`src/rtl/muldiv_sequencer_if.sv`:
```
// Handshake bundle between the main control FSM / mult-div units and the
// multiply/divide sequencer. The sequencer takes the slave view; whoever
// drives requests and unit flags (control FSM, units, or a bench) takes
// the master view.
interface muldiv_sequencer_if #(
    parameter int CNT_W = 8
);
    logic             req;
    logic             op;
    logic             mult_fim;
    logic             div_fim;
    logic             DividedByZero;
    logic             mult_start;
    logic             div_start;
    logic             HISelector;
    logic             LOSelector;
    logic             RegHIWrite;
    logic             RegLOWrite;
    logic             busy;
    logic             done;
    logic             exc_div0;
    logic             exc_timeout;
    logic [CNT_W-1:0] last_cycles;

    modport master (
        output req, op, mult_fim, div_fim, DividedByZero,
        input  mult_start, div_start, HISelector, LOSelector,
               RegHIWrite, RegLOWrite, busy, done, exc_div0,
               exc_timeout, last_cycles
    );

    modport slave (
        input  req, op, mult_fim, div_fim, DividedByZero,
        output mult_start, div_start, HISelector, LOSelector,
               RegHIWrite, RegLOWrite, busy, done, exc_div0,
               exc_timeout, last_cycles
    );
endinterface

```
`src/rtl/muldiv_sequencer.sv`:
```
// Multiply/divide sequencer for the multicycle MIPS datapath.
// Takes a one-cycle request from the main control FSM, pulses the start of
// the selected unit, waits for its completion flag (or divide-by-zero, or a
// bounded timeout), then writes HI/LO and reports the outcome. All outputs
// are Moore-decoded from registered state so no input reaches an output.
module muldiv_sequencer #(
    parameter int TIMEOUT = 64,
    parameter int CNT_W   = 8
) (
    input  logic               clock,
    input  logic               reset,
    muldiv_sequencer_if.slave  bus
);

    typedef enum logic [2:0] {
        ST_IDLE   = 3'd0,
        ST_START  = 3'd1,
        ST_WAIT   = 3'd2,
        ST_WRITE  = 3'd3,
        ST_DONE   = 3'd4,
        ST_EXC_DZ = 3'd5,
        ST_EXC_TO = 3'd6
    } state_t;

    // cnt holds (WAIT cycles seen - 1) during WAIT, so the last allowed
    // WAIT cycle is the one where cnt equals TIMEOUT-1.
    localparam logic [CNT_W-1:0] CNT_LAST = CNT_W'(TIMEOUT - 1);
    localparam logic [CNT_W-1:0] CNT_MAX  = {CNT_W{1'b1}};
    localparam logic [CNT_W-1:0] CNT_ONE  = CNT_W'(1);
    localparam logic [CNT_W-1:0] CNT_ZERO = {CNT_W{1'b0}};

    state_t           state_r;
    state_t           next_state_s;
    logic             op_q_r;
    logic [CNT_W-1:0] cnt_r;
    logic [CNT_W-1:0] last_cycles_r;

    logic             sel_fim_s;
    logic             dz_hit_s;
    logic             to_hit_s;

    // Only the selected unit's flag counts; the other unit's flag is ignored.
    assign sel_fim_s = op_q_r ? bus.div_fim : bus.mult_fim;
    assign dz_hit_s  = op_q_r & bus.DividedByZero;
    assign to_hit_s  = (cnt_r == CNT_LAST);

    // State register.
    always_ff @(posedge clock or negedge reset) begin
        if (!reset) begin
            state_r <= ST_IDLE;
        end else begin
            state_r <= next_state_s;
        end
    end

    // Next-state decode; WAIT exits in priority div0 > completion > timeout.
    always_comb begin
        next_state_s = state_r;
        case (state_r)
            ST_IDLE: begin
                if (bus.req) begin
                    next_state_s = ST_START;
                end else begin
                    next_state_s = ST_IDLE;
                end
            end
            ST_START: next_state_s = ST_WAIT;
            ST_WAIT: begin
                if (dz_hit_s) begin
                    next_state_s = ST_EXC_DZ;
                end else if (sel_fim_s) begin
                    next_state_s = ST_WRITE;
                end else if (to_hit_s) begin
                    next_state_s = ST_EXC_TO;
                end else begin
                    next_state_s = ST_WAIT;
                end
            end
            ST_WRITE:  next_state_s = ST_DONE;
            ST_DONE:   next_state_s = ST_IDLE;
            ST_EXC_DZ: next_state_s = ST_IDLE;
            ST_EXC_TO: next_state_s = ST_IDLE;
            default:   next_state_s = ST_IDLE;
        endcase
    end

    // Op latch, WAIT counter and last-operation cycle count.
    always_ff @(posedge clock or negedge reset) begin
        if (!reset) begin
            op_q_r        <= 1'b0;
            cnt_r         <= CNT_ZERO;
            last_cycles_r <= CNT_ZERO;
        end else begin
            case (state_r)
                ST_IDLE: begin
                    if (bus.req) begin
                        op_q_r <= bus.op;
                    end
                end
                ST_START: begin
                    cnt_r <= CNT_ZERO;
                end
                ST_WAIT: begin
                    if (cnt_r != CNT_MAX) begin
                        cnt_r <= cnt_r + CNT_ONE;
                    end
                    if (next_state_s != ST_WAIT) begin
                        last_cycles_r <= cnt_r + CNT_ONE;
                    end
                end
                default: begin
                    cnt_r <= cnt_r;
                end
            endcase
        end
    end

    // Moore output decode from registered state only.
    always_comb begin
        bus.mult_start  = 1'b0;
        bus.div_start   = 1'b0;
        bus.RegHIWrite  = 1'b0;
        bus.RegLOWrite  = 1'b0;
        bus.done        = 1'b0;
        bus.exc_div0    = 1'b0;
        bus.exc_timeout = 1'b0;
        bus.busy        = (state_r != ST_IDLE);
        bus.HISelector  = op_q_r;
        bus.LOSelector  = op_q_r;
        bus.last_cycles = last_cycles_r;
        case (state_r)
            ST_START: begin
                bus.mult_start = ~op_q_r;
                bus.div_start  = op_q_r;
            end
            ST_WRITE: begin
                bus.RegHIWrite = 1'b1;
                bus.RegLOWrite = 1'b1;
            end
            ST_DONE:   bus.done        = 1'b1;
            ST_EXC_DZ: bus.exc_div0    = 1'b1;
            ST_EXC_TO: bus.exc_timeout = 1'b1;
            default:   bus.busy        = (state_r != ST_IDLE);
        endcase
    end

endmodule

```
`src/flat_wrapper.sv`:
```
// flat-port wrapper written by rule: the top's interface ports become plain ports
module muldiv_sequencer_flat 
#(
    parameter int TIMEOUT = 64,
    parameter int CNT_W   = 8
)
  (clock, reset, bus_req, bus_op, bus_mult_fim, bus_div_fim, bus_DividedByZero, bus_mult_start, bus_div_start, bus_HISelector, bus_LOSelector, bus_RegHIWrite, bus_RegLOWrite, bus_busy, bus_done, bus_exc_div0, bus_exc_timeout, bus_last_cycles);
  muldiv_sequencer_if #(.CNT_W(CNT_W)) bus_i ();
  input  logic clock;
  input  logic reset;
  input wire logic [$bits(bus_i.req)-1:0] bus_req;
  input wire logic [$bits(bus_i.op)-1:0] bus_op;
  input wire logic [$bits(bus_i.mult_fim)-1:0] bus_mult_fim;
  input wire logic [$bits(bus_i.div_fim)-1:0] bus_div_fim;
  input wire logic [$bits(bus_i.DividedByZero)-1:0] bus_DividedByZero;
  output wire logic [$bits(bus_i.mult_start)-1:0] bus_mult_start;
  output wire logic [$bits(bus_i.div_start)-1:0] bus_div_start;
  output wire logic [$bits(bus_i.HISelector)-1:0] bus_HISelector;
  output wire logic [$bits(bus_i.LOSelector)-1:0] bus_LOSelector;
  output wire logic [$bits(bus_i.RegHIWrite)-1:0] bus_RegHIWrite;
  output wire logic [$bits(bus_i.RegLOWrite)-1:0] bus_RegLOWrite;
  output wire logic [$bits(bus_i.busy)-1:0] bus_busy;
  output wire logic [$bits(bus_i.done)-1:0] bus_done;
  output wire logic [$bits(bus_i.exc_div0)-1:0] bus_exc_div0;
  output wire logic [$bits(bus_i.exc_timeout)-1:0] bus_exc_timeout;
  output wire logic [$bits(bus_i.last_cycles)-1:0] bus_last_cycles;
  assign bus_i.req = bus_req;
  assign bus_i.op = bus_op;
  assign bus_i.mult_fim = bus_mult_fim;
  assign bus_i.div_fim = bus_div_fim;
  assign bus_i.DividedByZero = bus_DividedByZero;
  assign bus_mult_start = bus_i.mult_start;
  assign bus_div_start = bus_i.div_start;
  assign bus_HISelector = bus_i.HISelector;
  assign bus_LOSelector = bus_i.LOSelector;
  assign bus_RegHIWrite = bus_i.RegHIWrite;
  assign bus_RegLOWrite = bus_i.RegLOWrite;
  assign bus_busy = bus_i.busy;
  assign bus_done = bus_i.done;
  assign bus_exc_div0 = bus_i.exc_div0;
  assign bus_exc_timeout = bus_i.exc_timeout;
  assign bus_last_cycles = bus_i.last_cycles;
  muldiv_sequencer #(.TIMEOUT(TIMEOUT), .CNT_W(CNT_W)) u_core (.clock(clock), .reset(reset), .bus(bus_i));
endmodule
```
`config.mk`:
```
export PLATFORM = sky130hd
export DESIGN_NAME = muldiv_sequencer_flat
export DESIGN_NICKNAME = d
export VERILOG_FILES = /design/src/rtl/muldiv_sequencer_if.sv /design/src/rtl/muldiv_sequencer.sv /design/src/flat_wrapper.sv
export SDC_FILE = /design/constraint.sdc
export NUM_CORES = 1
export LEC_CHECK = 0
export ABC_CLOCK_PERIOD_IN_PS = 3500
export BUFFER_PORTS_ARGS = -buffer_cell sky130_fd_sc_hd__buf_2
export CORE_MARGIN = 2
export CORE_UTILIZATION = 56
export DETAILED_ROUTE_END_ITERATION = 12
export GPL_TIMING_DRIVEN = 0
export HOLD_SLACK_MARGIN = 0.1
export PLACE_DENSITY = 0.82
export SLEW_MARGIN = 20
export SYNTH_ARGS = -nofsm -noshare
export SYNTH_HDL_FRONTEND = slang
export SYNTH_SLANG_ARGS = --single-unit
```
`constraint.sdc`:
```
create_clock -name clock -period 3.5 [get_ports clock]
set_clock_uncertainty 0.15 [all_clocks]
set_input_delay 0.7 -clock clock [delete_from_list [all_inputs] [get_ports clock]]
set_output_delay 0.7 -clock clock [all_outputs]
set_load 0.01 [all_outputs]
```
==> qor.yml, run 1 <==
synthesis:
  synth.avg_cell_area_um2: 9.56
  synth_area_leader_cell: "dfrtp_1"
  synth_fp_nets: 123
  synth_top_cells_by_area: "dfrtp_1, mux2_2, nand2_1"
  synth_top_area_share_pct: 45.5
  synth_flop_cell: "dfrtp_1"
  ys_warn_count: 0
  synth_edf_count: 0
  syn_area_um2: 1100
  yosysSeqAreaShare_pct: 45.5
  async_reset_ff_share_pct: 100
  ys_seq_elements: 20
  syn_inst: 115
  ys_types: 37
global_routing:
  grt_max_degree: 21
  grt_pass1_vias: 902
  grt_pass1_wl_um: 3770
  grt.overflow.total: 0
  grt_usage_pct: 20.1
  antenna_found_initial: 0
run_status:
  outcome: "complete, no violations"
clock_tree:
  clk_pin_slew_worst_paths_ps: 110
  cts_tree: "built"
  clkSinkCount: 20
  ctsLongestPathBuffers: 2
  cts_buffers: 3
  clk-insertion-delay-late_ps: 300
  cts_resized: 0
  holdBufCountCts: 0
  htree_levels: 1
  cts_root_buffer: "clkbuf_4"
  postCtsSetupRepairBufs: 0
route:
  vias_per_cell: 5.56
  drc_errors: 0
  wl_per_cell_um: 12.7
  firstDrtPassIters: 4
  drt_iter0_drc: 25
  route.vias.total: 946
  routed_wl_um: 2160
  antenna_left: 0
floorplan:
  die_w_um: 48.3
  die_area_um2: 2330
  io-pin-count: 25
  die_h_um: 48.3
  rows: 16
  core_region_area_um2: 1900
  initial_core_util_pct: 57.8
critical_path:
  cpMaxStageDelayCell: "or3b_1"
  path_cells: "clkbuf_2 > or3b_1 > clkbuf_1 > nor2_1 > buf_2"
  arrival_ps: 1650
  r2r-start: "u_core.cnt_r[0]"
  rrSetupSlack_ps: 1280
  worstSetupPathType: "flop to primary output"
  crit_start: "u_core.state_r[0]"
  cp-end-kind: "primary output"
  max_stage_delay_ps: 350
  crit_fanout: 9
  cp.required_ps: 2650
  crit_path_start_kind: "flop"
  r2r-end: "u_core.bus.last_cycles[4]"
  worst_r2r_path_depth: 5
timing:
  tightest_slew_ps: 629
  finalCritPeriodShare_pct: 71.5
  tns_ps: 0
  timing.final.max_slew_violations: 0
  finalWorstSetupSlack_ps: 997
  hold_viol: 0
  setup_violations: 0
  slew_headroom_pct: 58.1
  rsz0062_at_grt: "false"
  fin_crit_ps: 2500
  fmax_mhz: 400
placed_design:
  dpl.hpwl_um: 1530
  port_buffers: 24
  gp_congestion: 0.871
  dp_slack_ps: 1260
flow_run:
  maxCapViolCount: 0
pwr:
  vdd_drop_max_v: 0.000480
  p_per_area_nw_per_um2: 697
  total_power_mw: 0.899
  p_leak_nw: 0.651
worst_hold_path:
  worstHoldPathType: "primary input to asynchronous set/reset pin"
cells_and_area:
  area_growth_pct: 17.3
  layout_common_cells: "buf_2, dfrtp_1, nand2_1, nand3_1, a21oi_1"
  antenna_cells: 0
  drive_gt1_share_pct: 30.8
  layout_commonest_cell: "buf_2"
  nets: 152
## report_power, final
part           internal [mW]  switching (mW)
logic                  0.182           0.241
registers              0.290          0.0528
clock network         0.0634          0.0696
total                  0.536           0.363
## synthesized netlist by cell type (2+ instances only)
cell type and n:
or3_1 3, o21ai_0 6, o21bai_1 2, nor2_1 6, mux2_2 6, dfrtp_1 20
inv_1 6, clkbuf_1 3, nand2_1 13, a21o_1 2, xnor2_1 2, a221oi_1 2
nor3_1 2, o21a_1 2, a21oi_1 7, buf_4 3, nand3_1 7, a31oi_1 2
and3b_1 3
## worst max-delay path: cells and delay by family, from the launching register on
kind                   cells  cell delay (ps)
DFF                        1              340
buffers and inverters      3              530
and+or+nand+nor            2              470
## through the flow
step	hold slack (ps)	cell area (um^2)	std cells	utilization (%)
after CTS	185	1290	170	67.8
after global placement	324	1250	166	65.9
after global routing	209	1290	170	67.8
final	175	1290	170	67.8
after floorplan	254	1100	115	-
after detailed placement	322	1250	166	65.9
## routing by layer
layer	up-vias	global-route usage, %	routed length, um
met5	-	0	0
met4	0	7.14	23
met3	4	2.16	105
met2	31	35.0	1070
met1	448	26.0	958
li1	463	-	-
## flip-flops by register name, summed over array words and instances, names as in the netlist
signal / count
u_core.bus.HISelector: 1
u_core.bus.last_cycles: 8
u_core.cnt_r: 8
u_core.state_r: 3
## cell families after synthesis
group           synth area share [%]
simple gates                    21.4
compound gates                  16.5
flops                           45.5
buf+inv                         6.03
mux                             7.05
xor+xnor                        2.39
fa+ha+maj                       1.14
## layout make-up
cell class | instances | area (um^2)
fillers | 154 | 612
inverters | 6 | 22.5
repair buffers | 24 | 120
multi-input cells | 81 | 533
flip-flops and latches | 20 | 500
plain buffers | 8 | 43.8
clock buffers | 4 | 36.3
well taps | 27 | 33.8
## how the worst max path moves through the flow
stage                                 to  cells past startpoint
2_1_floorplan  u_core.bus.last_cycles[1]                      5
5_1_grt                   bus_mult_start                      5
6_report                  bus_mult_start                      5
4_1_cts                    bus_div_start                      5
3_3_place_gp   u_core.bus.last_cycles[6]                      5
3_5_place_dp   u_core.bus.last_cycles[6]                      5
No activity file was read; power rests on OpenSTA's default activity.
==> run 2, diff against run 1 <==
- ABC_CLOCK_PERIOD_IN_PS: 3500 -> 2300
- CORE_UTILIZATION: 56 -> 47
- PLACE_DENSITY: 0.82 -> 0.74
- clock period: 3.5 -> 2.3 ns (I/O delays scaled with it)
==> run 2 against run 1 <==
  * Critical path depth stayed put
  * Sequential cell count stayed put
  * Final cell count rose by 1.2%
==> qor.yml, run 2 (synthesis results as in run 1) <==
clock_tree:
  clk_pin_slew_worst_paths_ps: 100
  cts_root_buffer: "clkbuf_4"
  ctsLongestPathBuffers: 2
  cts_tree: "built"
  htree_levels: 1
  clk-insertion-delay-late_ps: 290
  cts_buffers: 3
  clkSinkCount: 20
pwr:
  p_leak_nw: 0.656
  p_per_area_nw_per_um2: 1030
  vdd_drop_max_v: 0.000528
cells_and_area:
  nets: 154
  layout_commonest_cell: "buf_2"
  seq_area_um2: 500
  layout_common_cells: "buf_2, dfrtp_1, nand2_1, nand3_1, a21oi_1"
  antenna_cells: 0
  area_growth_pct: 18.5
  fillers: 214
  multi_input_area_um2: 538
  fin_util_pct: 58.9
  drive_gt1_share_pct: 32.6
global_routing:
  antenna_found_initial: 0
  grt_max_degree: 21
  grt.overflow.total: 0
  grt_usage_pct: 18.4
  grt_pass1_vias: 835
  grt_pass1_wl_um: 3620
floorplan:
  initial_core_util_pct: 49.7
  rows: 17
  die_h_um: 52.4
  io-pin-count: 25
  die_w_um: 52.4
  core_region_area_um2: 2210
  die_area_um2: 2740
route:
  firstDrtPassIters: 4
  wl_per_cell_um: 12.8
  route.vias.total: 932
  vias_per_cell: 5.42
  drc_errors: 0
  antenna_left: 0
  routed_wl_um: 2200
  drt_iter0_drc: 3
run_status:
  outcome: "complete, no violations"
critical_path:
  crit_fanout: 6
  cpMaxStageDelayCell: "or4_4"
  arrival_ps: 2180
  max_stage_delay_ps: 460
  crit_path_start_kind: "flop"
  worstSetupPathType: "flop to flop"
  cp.required_ps: 2330
  r2r-start: "u_core.cnt_r[0]"
  crit_start: "u_core.cnt_r[0]"
  cp-end-kind: "flop"
  path_cells: "ha_2 > nand2_1 > or4_4 > a21oi_4 > mux2_2"
timing:
  fmax_mhz: 466
  hold_viol: 0
  slew_headroom_pct: 64.1
  timing.final.max_slew_violations: 0
  tightest_slew_ps: 539
  fin_crit_ps: 2140
  rsz0062_at_grt: "false"
  finalCritPeriodShare_pct: 93.2
  setup_violations: 0
  tns_ps: 0
placed_design:
  port_buffers: 24
  gp_congestion: 0.759
  dpl.hpwl_um: 1600
worst_hold_path:
  worstHoldPathType: "primary input to flop"
  min-delay-start: "bus_req"
flow_run:
  maxCapViolCount: 0
==> run 2: cell types whose count changed in the layout (fill, tap and decap cells not counted) <==
cell and delta:
or3b_1 -1, ha_2 +1, clkbuf_1 -1, clkbuf_8 -1, dlygate4sd3_1 +1, buf_4 +2
or3b_4 +1, ha_1 -1
==> run 2: final timing paths <==
check	to	slack [ps]	cells after the start
setup reg to reg	u_core.bus.last_cycles[2]	160	5
max in group asynchronous	u_core.cnt_r[2]	1200	2
min in group asynchronous	u_core.bus.last_cycles[7]	490	2
hold / removal	u_core.state_r[0]	240	3
setup / recovery	u_core.bus.last_cycles[2]	160	5
hold reg to reg	u_core.bus.last_cycles[6]	350	1
==> run 2: layout make-up <==
cell class              count  share of cell area [%]
flip-flops and latches     20                    38.4
inverters                   6                    1.73
well taps                  28                    2.69
plain buffers               7                    3.07
repair buffers             27                    11.1
clock buffers               3                    1.73
multi-input cells          81                    41.3
==> run 2: metal layers <==
layer  share of wire, %  global-route usage, %  vias to the layer above
met3                5.7                   3.43                        6
met2                 52                   31.5                       29
li1                   -                      -                      460
met4                1.3                   8.97                        0
met1                 41                   21.9                      437
met5                  0                      0                        -
==> run 2: worst max-delay path: cells and delay by family, from the launching register on <==
family | cells | cell delay [ps]
AOI/OAI and AO/OA | 1 | 270
muxes | 1 | 360
adders and majority gates | 1 | 260
and+or+nand+nor | 2 | 560
DFF | 1 | 430
==> run 2: power breakdown <==
part           internal [mW]  switching [mW]  total (mW)
combinational          0.298           0.363       0.661
clock                 0.0609          0.0981       0.159
sequential             0.441          0.0840       0.525
==> run 2: through the flow <==
stage	cells	setup slack, ps	instance area (um^2)	hold WS, ps	power (mW)
final	172	156	1300	243	1.35
after global routing	172	4.99	1300	229	1.47
after CTS	171	30.5	1290	242	1.34
after detailed placement	167	80.0	1250	280	1.18
after global placement	167	105	1250	280	1.15
after floorplan	115	288	1100	14.4	0.977
==> run 2: what timing repair did <==
action                                  CTS  global route
hold endpoints to repair                 20             0
gates resized for setup                   0             2
setup buffers                             0             2
hold buffers                              1             0
endpoints found under the setup margin    0             6
==> run 3, diff against run 2 <==
- CELL_PAD_IN_SITES_DETAIL_PLACEMENT: default -> 0
- CELL_PAD_IN_SITES_GLOBAL_PLACEMENT: default -> 2
- CORE_MARGIN: 2 -> 4
- CORE_UTILIZATION: 47 -> 29
- PLACE_DENSITY: 0.74 -> default
- PLACE_DENSITY_LB_ADDON: default -> 0.1
==> run 3 against run 2 <==
  * Routed wire length rose by 13%
  * Global-route usage shrank 6.8 points
  * First-iteration DRC count rose to 5.0 times the previous value
  * Setup slack worse by 42 ps
  * Power increased by 5.6%
  * Final cell count up 11%
  * Clock-buffer cell count unchanged
  * Critical endpoint unchanged
  * Largest cell class unchanged
==> qor.yml, run 3 (synthesis results as in run 1) <==
critical_path:
  cp.required_ps: 2290
  worstSetupPathType: "flop to flop"
  crit_fanout: 7
  path_cells: "ha_2 > nand2_1 > or4_4 > a21oi_4 > mux2_2"
  arrival_ps: 2180
  path_buf_inv: 0
  cp-end-kind: "flop"
  max_stage_delay_ps: 470
  path_depth: 5
  cpMaxStageDelayCell: "or4_4"
  path_delay_family: "simple AND/OR/NAND/NOR gates"
  worst_r2r_path_depth: 5
  crit_path_start_kind: "flop"
global_routing:
  globalRouteMet2Util_pct: 18.8
  grt_use_met3_pct: 3.19
  grt-busiest-layer: "met2"
  grt_pass1_wl_um: 4510
  antenna_found_initial: 0
  grt_max_degree: 21
  grt_usage_pct: 11.6
  grt_pass1_vias: 988
  gr-usage-met1_pct: 14.5
  grt.overflow.total: 0
pwr:
  p_sw_share_pct: 39.6
  switching_power_mw: 0.564
  power_frac_seq_pct: 37.0
  pwr-share-comb_pct: 47.4
  p_clk_share_pct: 15.6
  p_per_area_nw_per_um2: 1060
  total_power_mw: 1.42
  intPower_mw: 0.858
  vdd_drop_max_v: 0.000321
  p_leak_nw: 0.659
placed_design:
  dp.cells: 187
  port_buffers: 24
  dp_slack_ps: 46.5
  gp_congestion: 0.742
  dpl.hpwl_um: 1890
floorplan:
  die_area_um2: 4840
  die_w_um: 69.6
  die_h_um: 69.6
  core_region_area_um2: 3660
  initial_core_util_pct: 30.0
  rows: 22
  io-pin-count: 25
cells_and_area:
  layout_commonest_cell: "buf_2"
  layout_common_cells: "buf_2, dfrtp_1, nand2_1, nand3_1, a21oi_1"
  area_growth_pct: 22.4
  antenna_cells: 0
  instances_no_fill: 191
  drive_gt1_share_pct: 32.2
  fin_util_pct: 36.8
  nets: 153
timing:
  slew_headroom_pct: 60.0
  fmax_mhz: 457
  finalWorstSetupSlack_ps: 113
  rsz0062_at_grt: "false"
  finalCritPeriodShare_pct: 95.1
  fin_crit_ps: 2190
  setup_violations: 0
  hold_viol: 0
  tns_ps: 0
  timing.final.max_slew_violations: 0
  tightest_slew_ps: 600
clock_tree:
  clk-insertion-delay-late_ps: 250
  ctsLongestPathBuffers: 2
  htree_levels: 1
  cts_buffers: 3
  clk_pin_slew_worst_paths_ps: 70
  cts_tree: "built"
  cts_root_buffer: "clkbuf_8"
  clkSinkCount: 20
route:
  drt_iter0_drc: 15
  antenna_left: 0
  route.vias.total: 918
  routed_wl_um: 2480
  firstDrtPassIters: 4
  vias_per_cell: 4.81
  drc_errors: 0
  wl_per_cell_um: 13.0
worst_hold_path:
  worstHoldPathType: "primary input to flop"
  timing.hold.worst_path_depth: 2
flow_run:
  maxCapViolCount: 0
run_status:
  outcome: "complete, no violations"
run 3: cell types whose count changed in the layout (fill, tap and decap cells not counted), sizes merged:
cell,previous run,this run
buf,30,29
run 3: area by class of cell:
cell class | instances | area (um^2)
fill | 401 | 2310
multi-input combinational | 81 | 544
sequential | 20 | 500
timing repair buffer | 26 | 138
tap | 48 | 60.1
clock buffer | 3 | 41.3
buffer | 7 | 40.0
inverter | 6 | 22.5
run 3: final timing paths:
path | start | end | slack, ps
min in group asynchronous | reset | u_core.bus.last_cycles[3] | 530
hold reg to reg | u_core.bus.last_cycles[6] | u_core.bus.last_cycles[6] | 350
max in group asynchronous | reset | u_core.bus.HISelector | 1150
setup reg to reg | u_core.cnt_r[0] | u_core.bus.last_cycles[2] | 110
setup / recovery | u_core.cnt_r[0] | u_core.bus.last_cycles[2] | 110
hold / removal | bus_op | u_core.bus.HISelector | 290
run 3: power groups by stage:
stage	Sequential, mW	Combinational (mW)	Clock, mW
floorplan	0.535	0.442	0
global placement	0.525	0.664	0
detailed placement	0.530	0.670	0
CTS	0.524	0.673	0.240
global route	0.545	0.764	0.258
finish	0.526	0.674	0.222
run 3: worst reg2reg max path, cell delays in order, from the launching register on:
cell,delay (ps)
dfrtp_1,410
ha_2,270
nand2_1,110
or4_4,470
a21oi_4,300
mux2_2,370
run 3: repair_timing:
item / CTS / global route
endpoints found under the setup margin: 0 / 11
endpoints found under the hold margin: 20 / 0
hold buffers: 1 / 0
resized for setup: 0 / 3
setup buffers: 0 / 1
run 3: metrics by stage:
stage / cell area [um^2] / hold WS [ps]
floorplan: 1100 / 14.4
finish: 1350 / 290
global route: 1350 / 295
global placement: 1280 / 290
CTS: 1330 / 280
detailed placement: 1280 / 298
run 3: routing by layer:
layer  vias to the layer above  part of all wire (%)
met5                         -                     0
met3                         4                   5.2
li1                        467                     -
met4                         0                   1.4
met2                        21                    46
met1                       426                    47
